[src/rtl/instr_encoder_pkg.sv]
// Shared definitions for the MIPS instruction encoder.
//   - enc_op_e    : mnemonic select codes presented on in_op
//   - OP_* / FN_* : primary opcodes and R-type funct codes
//   - enc_state_e : program sequencing states
//   - r_fmt/i_fmt/j_fmt : field packers for the three word formats
package instr_encoder_pkg;

  typedef enum logic [4:0] {
    ENC_SLL  = 5'd0,
    ENC_SRL  = 5'd1,
    ENC_JR   = 5'd2,
    ENC_JALR = 5'd3,
    ENC_ADD  = 5'd4,
    ENC_SUB  = 5'd5,
    ENC_AND  = 5'd6,
    ENC_OR   = 5'd7,
    ENC_NOR  = 5'd8,
    ENC_SLT  = 5'd9,
    ENC_BEQ  = 5'd10,
    ENC_BNE  = 5'd11,
    ENC_ADDI = 5'd12,
    ENC_ANDI = 5'd13,
    ENC_ORI  = 5'd14,
    ENC_LW   = 5'd15,
    ENC_SW   = 5'd16,
    ENC_J    = 5'd17,
    ENC_JAL  = 5'd18
  } enc_op_e;

  localparam logic [5:0] OP_RTYPE = 6'h00;
  localparam logic [5:0] OP_J     = 6'h02;
  localparam logic [5:0] OP_JAL   = 6'h03;
  localparam logic [5:0] OP_BEQ   = 6'h04;
  localparam logic [5:0] OP_BNE   = 6'h05;
  localparam logic [5:0] OP_ADDI  = 6'h08;
  localparam logic [5:0] OP_ANDI  = 6'h0C;
  localparam logic [5:0] OP_ORI   = 6'h0D;
  localparam logic [5:0] OP_LW    = 6'h23;
  localparam logic [5:0] OP_SW    = 6'h2B;

  localparam logic [5:0] FN_SLL  = 6'h00;
  localparam logic [5:0] FN_SRL  = 6'h02;
  localparam logic [5:0] FN_JR   = 6'h08;
  localparam logic [5:0] FN_JALR = 6'h09;
  localparam logic [5:0] FN_ADD  = 6'h20;
  localparam logic [5:0] FN_SUB  = 6'h22;
  localparam logic [5:0] FN_AND  = 6'h24;
  localparam logic [5:0] FN_OR   = 6'h25;
  localparam logic [5:0] FN_NOR  = 6'h27;
  localparam logic [5:0] FN_SLT  = 6'h2A;

  // FIFO entry is {last, word}
  localparam int unsigned FIFO_W = 33;

  typedef enum logic [1:0] {
    ST_IDLE,
    ST_LOAD,
    ST_DRAIN
  } enc_state_e;

  function automatic logic [31:0] r_fmt(input logic [4:0] rs, input logic [4:0] rt,
                                        input logic [4:0] rd, input logic [4:0] shamt,
                                        input logic [5:0] funct);
    return {OP_RTYPE, rs, rt, rd, shamt, funct};
  endfunction

  function automatic logic [31:0] i_fmt(input logic [5:0] opcode, input logic [4:0] rs,
                                        input logic [4:0] rt, input logic [15:0] imm16);
    return {opcode, rs, rt, imm16};
  endfunction

  function automatic logic [31:0] j_fmt(input logic [5:0] opcode, input logic [25:0] addr26);
    return {opcode, addr26};
  endfunction

endpackage

[src/rtl/instr_encoder_fifo2.sv]
// Two-entry synchronous FIFO holding encoded words for the memory-write side.
//   clk, reset : clock, synchronous active-high reset (empties FIFO, clears storage)
//   push       : write wr_data (caller guarantees not full)
//   wr_data    : entry to store
//   pop        : drop head entry (caller guarantees not empty)
//   rd_data    : current head entry
//   count      : occupancy 0..2
module instr_encoder_fifo2 #(
  parameter int unsigned W = 33
) (
  input  logic         clk,
  input  logic         reset,
  input  logic         push,
  input  logic [W-1:0] wr_data,
  input  logic         pop,
  output logic [W-1:0] rd_data,
  output logic [1:0]   count
);

  logic [W-1:0] mem [2];
  logic         wr_ptr;
  logic         rd_ptr;

  always_ff @(posedge clk) begin
    if (reset) begin
      mem[0] <= '0;
      mem[1] <= '0;
      wr_ptr <= 1'b0;
      rd_ptr <= 1'b0;
      count  <= '0;
    end else begin
      if (push) begin
        mem[wr_ptr] <= wr_data;
        wr_ptr      <= ~wr_ptr;
      end
      if (pop) begin
        rd_ptr <= ~rd_ptr;
      end
      case ({push, pop})
        2'b10:   count <= count + 2'd1;
        2'b01:   count <= count - 2'd1;
        default: count <= count;
      endcase
    end
  end

  assign rd_data = mem[rd_ptr];

endmodule

[src/rtl/instr_encoder.sv]
// Packs mnemonic + operand fields into 32-bit MIPS words (R/I/J formats) and
// streams them, each with a byte address, toward instruction memory.
//   clk, reset          : clock, synchronous active-high reset
//   in_valid/in_ready   : field tuple handshake
//   in_op               : mnemonic select (enc_op_e)
//   in_last             : tuple ends the program
//   in_rd/rs/rt/shamt   : register and shift fields
//   in_imm16, in_addr26 : immediate / jump target
//   out_valid/out_ready : word handshake toward memory
//   out_word, out_addr  : encoded word and its byte address
//   done                : one-cycle pulse after the last word of a program is consumed
//   err                 : one-cycle pulse after an unsupported in_op is consumed
module instr_encoder
  import instr_encoder_pkg::*;
#(
  parameter int unsigned        ADDR_W    = 32,
  parameter logic [ADDR_W-1:0]  BASE_ADDR = '0
) (
  input  logic              clk,
  input  logic              reset,
  input  logic              in_valid,
  output logic              in_ready,
  input  logic [4:0]        in_op,
  input  logic              in_last,
  input  logic [4:0]        in_rd,
  input  logic [4:0]        in_rs,
  input  logic [4:0]        in_rt,
  input  logic [4:0]        in_shamt,
  input  logic [15:0]       in_imm16,
  input  logic [25:0]       in_addr26,
  output logic              out_valid,
  input  logic              out_ready,
  output logic [31:0]       out_word,
  output logic [ADDR_W-1:0] out_addr,
  output logic              done,
  output logic              err
);

  enc_state_e        state;
  logic              enc_ok;
  logic [31:0]       enc_word;
  logic              accept;
  logic              push;
  logic              pop;
  logic              head_last;
  logic              last_dropped;
  logic [1:0]        count;
  logic [FIFO_W-1:0] head;

  always_comb begin
    enc_ok   = 1'b1;
    enc_word = '0;
    case (in_op)
      ENC_SLL:  enc_word = r_fmt(5'd0, in_rt, in_rd, in_shamt, FN_SLL);
      ENC_SRL:  enc_word = r_fmt(5'd0, in_rt, in_rd, in_shamt, FN_SRL);
      ENC_JR:   enc_word = r_fmt(in_rs, 5'd0, 5'd0, 5'd0, FN_JR);
      ENC_JALR: enc_word = r_fmt(in_rs, 5'd0, in_rd, 5'd0, FN_JALR);
      ENC_ADD:  enc_word = r_fmt(in_rs, in_rt, in_rd, 5'd0, FN_ADD);
      ENC_SUB:  enc_word = r_fmt(in_rs, in_rt, in_rd, 5'd0, FN_SUB);
      ENC_AND:  enc_word = r_fmt(in_rs, in_rt, in_rd, 5'd0, FN_AND);
      ENC_OR:   enc_word = r_fmt(in_rs, in_rt, in_rd, 5'd0, FN_OR);
      ENC_NOR:  enc_word = r_fmt(in_rs, in_rt, in_rd, 5'd0, FN_NOR);
      ENC_SLT:  enc_word = r_fmt(in_rs, in_rt, in_rd, 5'd0, FN_SLT);
      ENC_BEQ:  enc_word = i_fmt(OP_BEQ, in_rs, in_rt, in_imm16);
      ENC_BNE:  enc_word = i_fmt(OP_BNE, in_rs, in_rt, in_imm16);
      ENC_ADDI: enc_word = i_fmt(OP_ADDI, in_rs, in_rt, in_imm16);
      ENC_ANDI: enc_word = i_fmt(OP_ANDI, in_rs, in_rt, in_imm16);
      ENC_ORI:  enc_word = i_fmt(OP_ORI, in_rs, in_rt, in_imm16);
      ENC_LW:   enc_word = i_fmt(OP_LW, in_rs, in_rt, in_imm16);
      ENC_SW:   enc_word = i_fmt(OP_SW, in_rs, in_rt, in_imm16);
      ENC_J:    enc_word = j_fmt(OP_J, in_addr26);
      ENC_JAL:  enc_word = j_fmt(OP_JAL, in_addr26);
      default:  enc_ok   = 1'b0;
    endcase
  end

  // Unsupported tuples still complete the handshake; only supported ones enter the FIFO.
  assign accept    = in_valid & in_ready;
  assign push      = accept & enc_ok;
  assign pop       = out_valid & out_ready;
  assign in_ready  = (count != 2'd2) && (state != ST_DRAIN);
  assign out_valid = (count != 2'd0);
  assign out_word  = head[31:0];
  assign head_last = head[32];

  instr_encoder_fifo2 #(.W(FIFO_W)) u_fifo (
    .clk     (clk),
    .reset   (reset),
    .push    (push),
    .wr_data ({in_last, enc_word}),
    .pop     (pop),
    .rd_data (head),
    .count   (count)
  );

  always_ff @(posedge clk) begin
    if (reset) begin
      state        <= ST_IDLE;
      out_addr     <= BASE_ADDR;
      done         <= 1'b0;
      err          <= 1'b0;
      last_dropped <= 1'b0;
    end else begin
      done <= 1'b0;
      err  <= accept & ~enc_ok;
      if (pop) begin
        out_addr <= head_last ? BASE_ADDR : out_addr + ADDR_W'(4);
      end
      case (state)
        ST_IDLE, ST_LOAD: begin
          if (accept) begin
            state        <= in_last ? ST_DRAIN : ST_LOAD;
            last_dropped <= in_last & ~enc_ok;
          end
        end
        ST_DRAIN: begin
          // A rejected last tuple leaves no tagged entry behind, so the program
          // ends once the remaining words have drained instead.
          if (pop && head_last) begin
            state <= ST_IDLE;
            done  <= 1'b1;
          end else if (last_dropped && (count == 2'd0)) begin
            state        <= ST_IDLE;
            done         <= 1'b1;
            last_dropped <= 1'b0;
            out_addr     <= BASE_ADDR;
          end
        end
        default: state <= ST_IDLE;
      endcase
    end
  end

endmodule

[config.mk]
export PLATFORM = sky130hd
export DESIGN_NAME = instr_encoder
export DESIGN_NICKNAME = d
export VERILOG_FILES = /design/src/rtl/instr_encoder_pkg.sv /design/src/rtl/instr_encoder_fifo2.sv /design/src/rtl/instr_encoder.sv
export SDC_FILE = /design/constraint.sdc
export NUM_CORES = 1
export LEC_CHECK = 0
export ABC_CLOCK_PERIOD_IN_PS = 12600
export BUFFER_PORTS_ARGS = -buffer_cell sky130_fd_sc_hd__buf_2
export CORE_ASPECT_RATIO = 0.8
export CORE_MARGIN = 2
export CORE_UTILIZATION = 59
export CTS_BUF_LIST = sky130_fd_sc_hd__clkbuf_8
export DETAILED_ROUTE_END_ITERATION = 8
export GPL_TIMING_DRIVEN = 0
export PLACE_DENSITY = 0.87
export SLEW_MARGIN = 20
export SYNTH_ARGS = -nofsm -noshare
export SYNTH_HDL_FRONTEND = slang
export SYNTH_SLANG_ARGS = --single-unit
[constraint.sdc]
create_clock -name clk -period 12.6 [get_ports clk]
set_input_delay 1.89 -clock clk [delete_from_list [all_inputs] [get_ports clk]]
set_output_delay 1.89 -clock clk [all_outputs]
set_load 0.02 [all_outputs]
==> Word-level counts from Yosys, hierarchy flattened <==
Memories as Yosys holds them, arrays and structs flattened. A register that Yosys moved wholly into a read port is not among the register bits.
Index checks and enable logic that the tools add are counted.
{ "word_totals": {"input_bits": 72, "ff_bits": 41, "memories": 1, "elab_cells": 93, "out_inout_bits": 68, "ram_bits": 66} }
{ "classes": {"n_eq_ne": 28, "reduce_logical": 15, "n_bitwise": 9, "n_mux": 29, "addsub": 3} }
{ "mem_list": {"columns": ["name", "words", "word_bits", "rd", "rd_clocked_by_memory_dff", "write_ports", "line", "rtl"], "rows": [
  ["u_fifo.mem", 2, 33, 1, 1, 2, "instr_encoder_fifo2.sv:20", "logic [W-1:0] mem [2];"]
]} }
{ "ops": {"columns": ["operator", "count"], "rows": [
  ["32-bit case mux with 19 select lines", 1],
  ["32-bit two-way mux", 5],
  ["5-bit by 4-bit == test with 1-bit output (second input constant)", 8],
  ["33-bit two-way mux", 1],
  ["33-bit OR reduction", 1],
  ["32-bit by 3-bit adder with 32-bit output (second input constant)", 1],
  ["5-bit by 3-bit == test with 1-bit output (second input constant)", 4],
  ["19-bit OR reduction", 1],
  ["5-bit == test (second input constant)", 3],
  ["1-bit two-way mux", 15],
  ["5-bit by 2-bit == test with 1-bit output (second input constant)", 2],
  ["2-bit inequality test (second input constant)", 5],
  ["2-bit two-way mux", 4],
  ["2-bit case mux with 2 select lines", 2],
  ["2-bit nonzero test", 3],
  ["1-bit AND", 5],
  ["5-bit by 1-bit == test with 1-bit output (second input constant)", 1],
  ["5-bit logical NOT", 1],
  ["2-bit by 1-bit == test with 1-bit output (second input constant)", 2],
  ["2-bit == test (second input constant)", 2],
  ["2-bit logical NOT", 2],
  ["1-bit inverter", 4],
  ["4-bit AND reduction", 1],
  ["2-bit OR reduction", 2],
  ["6 further kinds", 8]
]} }

==> Depth between registers and ports, before layout <==
{ "logic_depth": {"ltp_word": 9, "ltp_mapped": 8, "ltp_nobuf": 7} }

==> Hierarchy <==
Synthesis repeated with hierarchy kept, for this count alone.
{ "hier_totals": {"cells_unflattened": 553, "area_unflattened_um2": 5507.8} }
{ "by_module_without_submodules": {"columns": ["module", "instances", "area_per_inst_um2", "seq_area_each_um2", "cells_per_inst"], "rows": [
  ["instr_encoder_fifo2", 1, 3078.0, 2082.0, 235],
  ["instr_encoder", 1, 2429.8, 740.7, 318]
]} }

==> Least setup slack after synthesis <==
No wires, ideal clock.
{ "synth_timing": {"path_kind": "input-to-reg", "startpoint": "input in_op[3]", "endpoint": "memory u_fifo.mem[0][0], enable pin", "path_buffers": 1, "setup_slack_ns": 7.348, "required_ns": 12.134, "path_stages": 5, "setup_ns": 0.466, "arrival_time_ns": 4.786, "cell_sequence": "buf_6 a211oi_4 o2111a_2 inv_2 o21ai_0"} }
{ "synth_rtl": {"columns": ["element", "line", "rtl"], "rows": [
  ["start: declaration", "instr_encoder.sv:23", "input logic [4:0] in_op,"],
  ["end: declaration", "instr_encoder_fifo2.sv:20", null]
]} }

==> impl_metrics.py <==
metrics = {
    "clocking": {
        "cts_hold_repair.buffers": 0,
        "clockRootBuffer": "clkbuf_8",
        "clkTransAtPathRegs_ps": 110,
        "cts_setup_buffers": 0,
        "htreeDepth": 3,
        "clk_latency_ps": 370,
        "cts_made_buffers": 9,
        "cts.sinks": 106,
        "cts_resized": 0,
        "clockBufferDepth": 2,
        "cts_tree": "yes",
    },
    "synth": {
        "synth_top_area_cell": "edfxtp_1",
        "syn-num-nets": 576,
        "synth_seq_cells": 106,
        "ys_seq_area_share_pct": 52.4,
        "synthCells": 502,
        "synth_common_cells": "84 x nor2_1, 64 x edfxtp_1, 42 x dfxtp_1",
        "synth_area_leaders": "edfxtp_1 36%, dfxtp_1 16%, mux2_2 7.3%",
        "synth.top_cell.area_share_pct": 36.4,
        "synthFlopType": "edfxtp_1",
        "avgSynthCellArea_um2": 10.5,
        "ys_async_sr_fraction_pct": 0,
        "synth-edff-count": 64,
        "yosysMostFrequentCell": "nor2_1",
        "yosys_warnings": 0,
        "yosysUniqueCellTypes": 61,
        "syn-cell-area_um2": 5270,
    },
    "setup_path": {
        "path_class": "reg -> out",
        "crit_path_end_kind": "primary output",
        "reg2reg_depth": 6,
        "r2r_slack_ps": 9990,
        "cpPeakStageDelay_ps": 570,
        "crit_chain": "clkbuf_1 > buf_1 > mux2_2 > buf_2",
        "reg2reg_from": "u_fifo.count[0]$_SDFFE_PP0P_",
        "crit_fanout": 10,
        "startpoint_type": "flip-flop",
        "critPathRequiredTime_ps": 10710,
        "critical_path_buf_inv_count": 3,
        "r2r-end": "u_fifo.mem[1][28]$_SDFFCE_PN0P_",
        "arrival_ps": 2120,
        "worst_path_dominant_cell_family": "buffers and inverters",
        "crit_slowest_cell": "buf_1",
    },
    "worst_hold_path": {
        "holdPathStages": 1,
        "hold_path.class": "reg -> reg",
        "worstHoldStart": "out_addr[1]$_SDFF_PP0_",
        "hold_end": "out_addr[1]$_SDFF_PP0_",
    },
    "sta": {
        "rsz0062_at_grt": "no",
        "clock_skew_ps": 14.7,
        "slew_violations": 0,
        "maxSlewHeadroom_pct": 46.9,
        "fmax_mhz": 249,
        "worst_pin_slew_ps": 794,
        "hold_viol_final": 0,
        "post-route-period-util_pct": 31.8,
        "setup_viol": 0,
        "finalSetupTns_ps": 0,
        "fin_crit_ps": 4010,
    },
    "global_routing": {
        "grt_pass1_wl_um": 20900,
        "antenna_found_initial": 0,
        "grt_pass1_vias": 4328,
        "gr-total-overflow": 0,
        "grt_max_degree": 33,
        "grt_util_all_layers_pct": 28.4,
    },
    "route": {
        "via_count": 4702,
        "antenna_left": 0,
        "dr.first_iter.drc_count": 329,
        "wire_per_inst_um": 17.8,
        "avgViaCountPerCell": 6.12,
        "drt_first_pass_iters": 5,
        "routed_wl_um": 13700,
        "post-route-drc-count": 0,
    },
    "floorplanning": {
        "initial_utilization_pct": 61.4,
        "num_rows": 30,
        "pin_count": 140,
        "dieArea_um2": 9720,
        "core_um2": 8600,
        "fp.dieW_um": 110,
        "die_y_um": 88.6,
    },
    "place": {
        "gp_congestion": 0.935,
        "portBuffers": 137,
        "hpwl_um": 9830,
        "place_area_um2": 6140,
    },
    "cells_and_area": {
        "fin_nets": 725,
        "layout-drive-gt1-share_pct": 33.5,
        "final_cell_area_um2": 6370,
        "syn_to_final_growth_pct": 20.9,
        "fin_util_pct": 74.2,
        "num_antenna_cells": 0,
    },
    "pwr": {
        "powerDensity_nw_per_um2": 138,
        "p_leak_nw": 2.58,
        "vdd_drop_max_uv": 118,
    },
    "status": {
        "status": "completed",
    },
    "run": {
        "maxCapViolations": 0,
    },
}
-- power by group --
group	internal, mW	switching, mW
Clock	0.120	0.121
Combinational	0.0911	0.140
Sequential	0.395	0.0106
Total	0.606	0.272
-- flip-flops by register name, indices dropped and copies added (netlist names), named ones only --
signal and flops:
u_fifo.mem 64, out_addr 32, state 2, u_fifo.count 2, done 1, err 1
last_dropped 1, u_fifo.rd_ptr 1, u_fifo.wr_ptr 1
-- layout make-up --
class,count,area [µm²]
Inverter,10,37.5
Buffer,34,181
Timing Repair Buffer,138,713
Clock buffer,10,138
Clock inverter,6,96.3
Sequential cell,106,2760
Tap cell,112,140
Fill cell,613,2220
Multi-Input combinational cell,352,2310
-- cells in the final DEF, fill, tap and decap left out, types with 3 or more instances in the layout --
master,netlist,final
o21ai_0,16,15
mux2_2,34,34
buf_6,4,4
or3_1,12,12
a31oi_1,6,6
or4_1,10,10
buf_2,13,150
nand4_1,9,9
dfxtp_1,42,42
a21oi_1,27,27
and4_1,5,5
nand2b_1,4,4
xor2_1,9,9
edfxtp_1,64,64
nor2_1,84,84
inv_1,9,9
nor3_1,4,4
buf_1,4,4
nor2b_1,6,6
and2_1,3,3
xnor2_1,7,7
o31ai_1,10,10
a22oi_1,14,14
clkbuf_8,0,10
nand2_1,20,19
nand3_1,15,15
a222oi_1,10,10
clkbuf_1,11,11
and3_1,8,8
-- worst register-to-register path, stage by stage, from the launching register on --
cell,delay (ps)
dfxtp_1,310
buf_2,150
nand2b_1,190
o2111a_2,220
nand3_1,230
clkbuf_1,460
nand2_2,600
-- worst max path at each step --
stage | start | end | slack [ps] | cells after the start
3_3_place_gp | in_op[2] | u_fifo.mem[0][10]$_SDFFCE_PN0P_ | 5960 | 6
6_report | flip-flop | out_word[1] | 8590 | 4
3_5_place_dp | in_op[2] | u_fifo.mem[1][10]$_SDFFCE_PN0P_ | 8290 | 7
4_1_cts | flip-flop | out_word[1] | 8550 | 4
5_1_grt | flip-flop | out_word[1] | 8500 | 4
2_1_floorplan | in_op[3] | u_fifo.mem[0][0]$_SDFFCE_PN0P_ | 7350 | 5
-- layer usage --
| layer | vias up | wire length [µm] | GRT usage, % |
|---|---|---|---|
| li1 | 2178 | - | - |
| met5 | - | 0 | 0 |
| met1 | 2238 | 5630 | 37.6 |
| met2 | 256 | 6520 | 47.2 |
| met4 | 0 | 331 | 9.90 |
| met3 | 30 | 1170 | 5.38 |
-- stage by stage --
stage,setup WS (ps),std cells,hold slack (ps),power (mW)
6_report,8590,768,493,0.878
4_1_cts,8550,768,487,0.877
2_1_floorplan,7350,502,439,0.567
3_5_place_dp,8290,752,472,0.643
5_1_grt,8500,768,512,0.909
3_3_place_gp,5960,751,450,0.634
-- kinds of logic (layout without fill, tap and decap cells) --
logic type | Yosys count | after routing | synth area share (%)
xor gates and xnor gates | 16 | 16 | 2.66
other | 1 | 1 | 0.0711
AOI/OAI and AO/OA | 104 | 104 | 14.0
buffers and inverters | 44 | 198 | 4.15
and+or+nand+nor | 194 | 194 | 18.9
muxes | 35 | 35 | 7.45
adders and majority gates | 2 | 2 | 0.474
DFF | 106 | 106 | 52.4
Note: power is estimated with default switching activity, not from simulation.
